--- config.mk ---
export PLATFORM = sky130hd
export DESIGN_NAME = column_inv_stream
export DESIGN_NICKNAME = d
export VERILOG_FILES = /design/src/rtl/enigma_pkg.sv /design/src/rtl/column_inv_map.sv /design/src/rtl/column_inv_stream.sv
export SDC_FILE = /design/constraint.sdc
export NUM_CORES = 1
export LEC_CHECK = 0
export ABC_AREA = 0
export CAP_MARGIN = 20
export CORE_UTILIZATION = 54
export CTS_CLUSTER_DIAMETER = 30
export DETAILED_ROUTE_END_ITERATION = 10
export GPL_TIMING_DRIVEN = 0
export HOLD_SLACK_MARGIN = 0.15
export PLACE_DENSITY = 0.83
export SLEW_MARGIN = 25
export SYNTH_ARGS = -nofsm -noshare
export SYNTH_HDL_FRONTEND = slang
export SYNTH_HIERARCHICAL = 1
export SYNTH_SLANG_ARGS = --single-unit
export TNS_END_PERCENT = 10
--- constraint.sdc ---
create_clock -name clk -period 2.9 [get_ports clk]
set_input_delay 0.58 -clock clk [delete_from_list [all_inputs] [get_ports clk]]
set_output_delay 0.58 -clock clk [all_outputs]
set_load 0.005 [all_outputs]
--- src/rtl/enigma_pkg.sv ---
// Shared types and the inverse column-permutation table for the decrypt-side column stage.
package enigma_pkg;

    localparam int BYTE_W = 8;

    typedef logic [BYTE_W-1:0] byte_t;

    typedef enum logic [1:0] {
        IDLE  = 2'd0,
        LOAD  = 2'd1,
        DRAIN = 2'd2
    } state_e;

    // Indexed [sel][row][out_col] -> stored column feeding that output column.
    localparam logic [0:3][0:3][0:3][1:0] COL_INV = '{
        '{ '{2'd2, 2'd1, 2'd0, 2'd3},
           '{2'd3, 2'd1, 2'd0, 2'd2},
           '{2'd2, 2'd1, 2'd0, 2'd3},
           '{2'd2, 2'd1, 2'd0, 2'd3} },
        '{ '{2'd1, 2'd0, 2'd3, 2'd2},
           '{2'd1, 2'd0, 2'd3, 2'd2},
           '{2'd1, 2'd0, 2'd3, 2'd2},
           '{2'd1, 2'd0, 2'd3, 2'd2} },
        '{ '{2'd0, 2'd3, 2'd2, 2'd1},
           '{2'd0, 2'd3, 2'd2, 2'd1},
           '{2'd0, 2'd3, 2'd2, 2'd1},
           '{2'd0, 2'd3, 2'd2, 2'd1} },
        '{ '{2'd2, 2'd3, 2'd0, 2'd1},
           '{2'd2, 2'd3, 2'd0, 2'd1},
           '{2'd2, 2'd3, 2'd0, 2'd1},
           '{2'd2, 2'd3, 2'd0, 2'd1} }
    };

endpackage

--- src/rtl/column_inv_map.sv ---
// Combinational lookup: (sel, row, output column) -> stored source column.
module column_inv_map
    import enigma_pkg::*;
(
    input  logic [1:0] sel,
    input  logic [1:0] row,
    input  logic [1:0] col,
    output logic [1:0] src
);

    assign src = COL_INV[sel][row][col];

endmodule

--- src/rtl/column_inv_stream.sv ---
// Buffers a 16-byte block byte-serially, then drains it through the inverse column permutation.
// Optional block counter output enabled by defining COLINV_BLKCNT_EN.
module column_inv_stream
    import enigma_pkg::*;
#(
    parameter int BW   = 8,
    parameter int NROW = 4
) (
    input  logic          clk,
    input  logic          rst_n,
    input  logic          s3,
    input  logic          s4,
    input  logic          in_valid,
    output logic          in_ready,
    input  logic [BW-1:0] in_byte,
    output logic          out_valid,
    input  logic          out_ready,
    output logic [BW-1:0] out_byte,
    output logic          out_last,
`ifdef COLINV_BLKCNT_EN
    output logic [15:0]   blk_cnt,
`endif
    output logic          busy
);

    localparam int DEPTH = NROW * 4;

    state_e        state, state_nxt;
    logic [3:0]    wr_cnt, rd_cnt;
    logic [1:0]    sel;
    logic [BW-1:0] mem [DEPTH];
    logic          wr_en, rd_en, first_wr;
    logic [3:0]    wr_idx;
    logic [1:0]    rd_row, rd_col;
    logic [3:0][1:0] src_col;

    assign in_ready  = (state != DRAIN);
    assign out_valid = (state == DRAIN);
    assign busy      = (state != IDLE);
    assign rd_en     = out_valid && out_ready;
    assign rd_row    = rd_cnt[3:2];
    assign rd_col    = rd_cnt[1:0];

    always_comb begin
        state_nxt = state;
        wr_en     = 1'b0;
        first_wr  = 1'b0;
        wr_idx    = wr_cnt;
        case (state)
            IDLE: begin
                if (in_valid) begin
                    wr_en     = 1'b1;
                    first_wr  = 1'b1;
                    wr_idx    = 4'd0;
                    state_nxt = LOAD;
                end
            end
            LOAD: begin
                if (in_valid) begin
                    wr_en = 1'b1;
                    if (wr_cnt == 4'd15) state_nxt = DRAIN;
                end
            end
            DRAIN: begin
                if (out_ready && rd_cnt == 4'd15) state_nxt = IDLE;
            end
            default: state_nxt = IDLE;
        endcase
    end

    always_ff @(posedge clk or negedge rst_n) begin
        if (!rst_n) begin
            state  <= IDLE;
            wr_cnt <= 4'd0;
            rd_cnt <= 4'd0;
            sel    <= 2'd0;
        end else begin
            state <= state_nxt;
            if (first_wr) begin
                sel    <= {s3, s4};
                wr_cnt <= 4'd1;
            end else if (wr_en) begin
                wr_cnt <= (wr_cnt == 4'd15) ? 4'd0 : wr_cnt + 4'd1;
            end
            if (wr_en && state == LOAD && wr_cnt == 4'd15) begin
                rd_cnt <= 4'd0;
            end else if (rd_en) begin
                rd_cnt <= (rd_cnt == 4'd15) ? 4'd0 : rd_cnt + 4'd1;
            end
        end
    end

    // Buffer content is don't-care after reset, so it carries no reset.
    always_ff @(posedge clk) begin
        if (wr_en) mem[wr_idx] <= in_byte;
    end

    for (genvar j = 0; j < 4; j++) begin : g_map
        column_inv_map u_map (
            .sel (sel),
            .row (rd_row),
            .col (2'(j)),
            .src (src_col[j])
        );
    end

    always_comb begin
        out_byte = '0;
        out_last = 1'b0;
        if (state == DRAIN) begin
            out_byte = mem[{rd_row, src_col[rd_col]}];
            out_last = (rd_cnt == 4'd15);
        end
    end

`ifdef COLINV_BLKCNT_EN
    always_ff @(posedge clk or negedge rst_n) begin
        if (!rst_n)                  blk_cnt <= 16'd0;
        else if (rd_en && out_last)  blk_cnt <= blk_cnt + 16'd1;
    end
`endif

endmodule

==> metrics.json <==
{
  "min_period": {"value": 3690, "unit": "ps"},
  "achievable-frequency": {"value": 0.271, "unit": "GHz"},
  "cp_slowest_cell": {"value": "sky130_fd_sc_hd__mux4_2"},
  "worstPathMaxFanout": {"value": 10},
  "post_synth_inst_count": {"value": 430},
  "place.detailed.instances": {"value": 615},
  "placeable_area": {"value": 11000, "unit": "sq um"},
  "netlist_area_pre_place": {"value": 6240, "unit": "sq um"},
  "cts-root-to-sink-buffers": {"value": 2},
  "clkTransAtPathRegs": {"value": 60, "unit": "ps"},
  "ys.warnings.count": {"value": 6},
  "globalRouteTotalUtil": {"value": 24.9, "unit": "%"},
  "finalMaxSlewViolations": {"value": 0},
  "detailedPlace.worstSlack": {"value": -850, "unit": "ps"},
  "antenna_violating_nets_post_route": {"value": 0},
  "drv_cap": {"value": 0},
  "grt_max_degree": {"value": 17},
  "worst_clock_skew": {"value": 8.91, "unit": "ps"},
  "cts-buffers-inserted": {"value": 17},
  "port-buffer-count": {"value": 25},
  "max-vdd-ir-drop": {"value": 0.000808, "unit": "V"},
  "outcome": {"value": "finished, violations left"},
  "antenna_found_initial": {"value": 0},
  "final_estimated_routing_congestion_in_global_placement": {"value": 0.888},
  "route.detailed.drc": {"value": 0},
  "slew_headroom": {"value": 39.4, "unit": "%"},
  "tritoncts_clock_tree": {"value": "yes"},
  "insertedDiodeCount": {"value": 0},
  "timing.critical_path.required": {"value": 2320, "unit": "ps"},
  "clk-insertion-delay-late": {"value": 420, "unit": "ps"},
  "power_frac_comb": {"value": 35.6, "unit": "%"},
  "failing_checks": {"value": "setup timing"},
  "grt_pass1_wl": {"value": 21000, "unit": "um"},
  "first_global_vias": {"value": 3962},
  "cp_slowest_stage_delay": {"value": 500, "unit": "ps"},
  "power_frac_seq": {"value": 34.0, "unit": "%"},
  "crit_path_end_kind": {"value": "output pin"},
  "cp_num_buf_inv": {"value": 4},
  "grt_setup_unrepaired": {"value": "true"},
  "setup_slack": {"value": -787, "unit": "ps"},
  "clockPowerShare": {"value": 30.4, "unit": "%"},
  "detailroute.via_count": {"value": 3946},
  "ioPinCount": {"value": 26},
  "p_leak": {"value": 2.77, "unit": "nW"},
  "die_area": {"value": 12000, "unit": "sq um"},
  "arrival": {"value": 3110, "unit": "ps"},
  "final_min_period_over_clock_period": {"value": 127, "unit": "%"},
  "cell_internal_pwr": {"value": 5.12, "unit": "mW"},
  "worst-slew-pin-transition": {"value": 906, "unit": "ps"},
  "synth_enable_flop_cells": {"value": 128},
  "cts.sink_count": {"value": 140},
  "drt_first_pass_iters": {"value": 5},
  "area_delta_synth_final": {"value": 21.2, "unit": "%"},
  "initial_utilization": {"value": 56.6, "unit": "%"},
  "layout_commonest_cell": {"value": "sky130_fd_sc_hd__edfxtp_1"},
  "postSynth.topFlopCell": {"value": "sky130_fd_sc_hd__edfxtp_1"},
  "power": {"value": 7.54, "unit": "mW"},
  "globalRouteOverflowTotal": {"value": 0},
  "initialDrtViolationCount": {"value": 274},
  "avgViaCountPerCell": {"value": 6.06},
  "async_flop_share": {"value": 8.57, "unit": "%"},
  "p_per_area": {"value": 996, "unit": "nW/um^2"},
  "yosys_reg_bits": {"value": 140},
  "switching_share": {"value": 32.0, "unit": "%"},
  "die_w": {"value": 110, "unit": "um"},
  "setup_viol": {"value": 8},
  "netSwitchingPower": {"value": 2.41, "unit": "mW"},
  "fin_util": {"value": 68.6, "unit": "%"},
  "timing.critical_path.cells": {"value": "inv_2, ha_4, mux2i_2, xnor2_1, mux4_2, buf_8, buf_8, mux2i_2, mux2i_1, a22oi_2, o31ai_2, buf_2"},
  "rows": {"value": 38},
  "synth_seq_area_share": {"value": 66.4, "unit": "%"},
  "layout_common_cells": {"value": "sky130_fd_sc_hd__edfxtp_1, sky130_fd_sc_hd__mux2i_1, sky130_fd_sc_hd__nand2_1"},
  "routed_wirelength": {"value": 13700, "unit": "um"},
  "post_synth.cell_area_avg": {"value": 14.5, "unit": "sq um"},
  "critPathLaunchType": {"value": "register"},
  "criticalPathCategory": {"value": "reg2out"},
  "routed_wire_length_per_instance": {"value": 21.0, "unit": "um"},
  "final_cell_count_no_fill": {"value": 651},
  "final_layout_size_suffix_gt1_share": {"value": 20.7, "unit": "%"},
  "category_of_cells_accounting_for_the_largest_share_of_critical_path_delay": {"value": "multiplexers"},
  "worst_hold_path_type": {"value": "reg2reg"},
  "clock-root-buffer": {"value": "sky130_fd_sc_hd__clkbuf_16"},
  "synth_cell_type_count": {"value": 40},
  "clock_tree.htree_level_count": {"value": 4},
  "floorplan.die.height": {"value": 110, "unit": "um"},
  "finalHoldViolations": {"value": 0},
  "detailedPlacementHpwl": {"value": 8650, "unit": "um"},
  "final_net_count": {"value": 522}
}
[routing by layer]
layer,wire length (um),vias to the layer above,track usage [%]
met4,346,0,8.29
met1,5420,1957,30.1
met5,0,-,0
li1,-,1755,-
met3,1160,32,7.41
met2,6730,202,42.8
[power by group through the flow]
stage          Combinational [mW]  Sequential [mW]  Clock (mW)
2_1_floorplan                1.76             2.57           0
3_3_place_gp                 2.21             2.59           0
3_5_place_dp                 2.33             2.61           0
4_1_cts                      2.64             2.56        2.30
5_1_grt                      2.89             2.58        2.38
6_report                     2.69             2.56        2.29
[logic make-up after synthesis]
logic type | Yosys count | synth area share (%)
compound gates | 47 | 5.19
xor+xnor | 5 | 0.701
fa+ha+maj | 10 | 2.00
buf+inv | 29 | 2.84
flops | 140 | 66.4
mux | 79 | 13.5
other cells | 2 | 0.120
simple gates | 118 | 9.30
[layout make-up]
cell class                      instances  area (sq um)
Tap cell                              140           175
Buffer                                 18           179
Sequential cell                       140          4150
Timing Repair Buffer                   33           265
Fill cell                             738          3460
Inverter                                9          33.8
Clock buffer                           19           443
Clock inverter                         13           193
Multi-Input combinational cell        279          2130
[state kept, by name, summed over array words and instances, names as in the netlist]
signal	flops
mem	128
rd_cnt	4
wr_cnt	4
sel	2
state	2
[stage by stage]
step	setup TNS, ps	instance area, sq um	hold slack (ps)
finish	-5890	7570	503
CTS	-5940	7550	501
floorplan	0	6320	284
global placement	-27280	6740	473
detailed placement	-9970	6800	487
global route	-6850	7570	537
[worst paths after layout]
path / slack [ps] / start / cells past startpoint / to
worst min-delay path: 500 / state[1]$_DFFE_PN0P_ / 1 / state[0]$_DFFE_PN0P_
min in group asynchronous: 510 / rst_n / 1 / wr_cnt[1]$_DFFE_PN0P_
max in group asynchronous: 2010 / rst_n / 1 / sel[1]$_DFFE_PN0P_
worst max register to register: 530 / state[1]$_DFFE_PN0P_ / 3 / mem[9][0]$_DFFE_PP_
worst max-delay path: -790 / sel[1]$_DFFE_PN0P_ / 12 / out_byte[6]
worst min register to register: 500 / state[1]$_DFFE_PN0P_ / 1 / state[0]$_DFFE_PN0P_
[what timing repair did]
action / 4_1_cts / 5_1_grt
gates resized for setup: 53 / 8
setup buffers: 6 / 0
endpoints found under the setup margin: 8 / 8
hold buffers: 0 / 0
pin swaps: 19 / 5
[synth_stat cells, types with 7 or more instances]
| cell | instances | area, sq um |
|---|---|---|
| sky130_fd_sc_hd__o211ai_1 | 15 | 113 |
| sky130_fd_sc_hd__nor3_1 | 7 | 35.0 |
| sky130_fd_sc_hd__inv_1 | 9 | 33.8 |
| sky130_fd_sc_hd__edfxtp_1 | 128 | 3840 |
| sky130_fd_sc_hd__nand3_1 | 17 | 85.1 |
| sky130_fd_sc_hd__nand4_1 | 8 | 50.1 |
| sky130_fd_sc_hd__nor2_1 | 17 | 63.8 |
| sky130_fd_sc_hd__nand2_1 | 40 | 150 |
| sky130_fd_sc_hd__a21oi_1 | 12 | 60.1 |
| sky130_fd_sc_hd__mux2_1 | 10 | 113 |
| sky130_fd_sc_hd__a211o_1 | 7 | 61.3 |
| sky130_fd_sc_hd__clkbuf_1 | 10 | 37.5 |
| sky130_fd_sc_hd__mux2_2 | 11 | 124 |
| sky130_fd_sc_hd__dfrtp_1 | 12 | 300 |
| sky130_fd_sc_hd__nor2b_1 | 9 | 56.3 |
| sky130_fd_sc_hd__ha_1 | 10 | 125 |
| sky130_fd_sc_hd__mux2i_1 | 56 | 561 |
(Power assumes the default switching activity.)
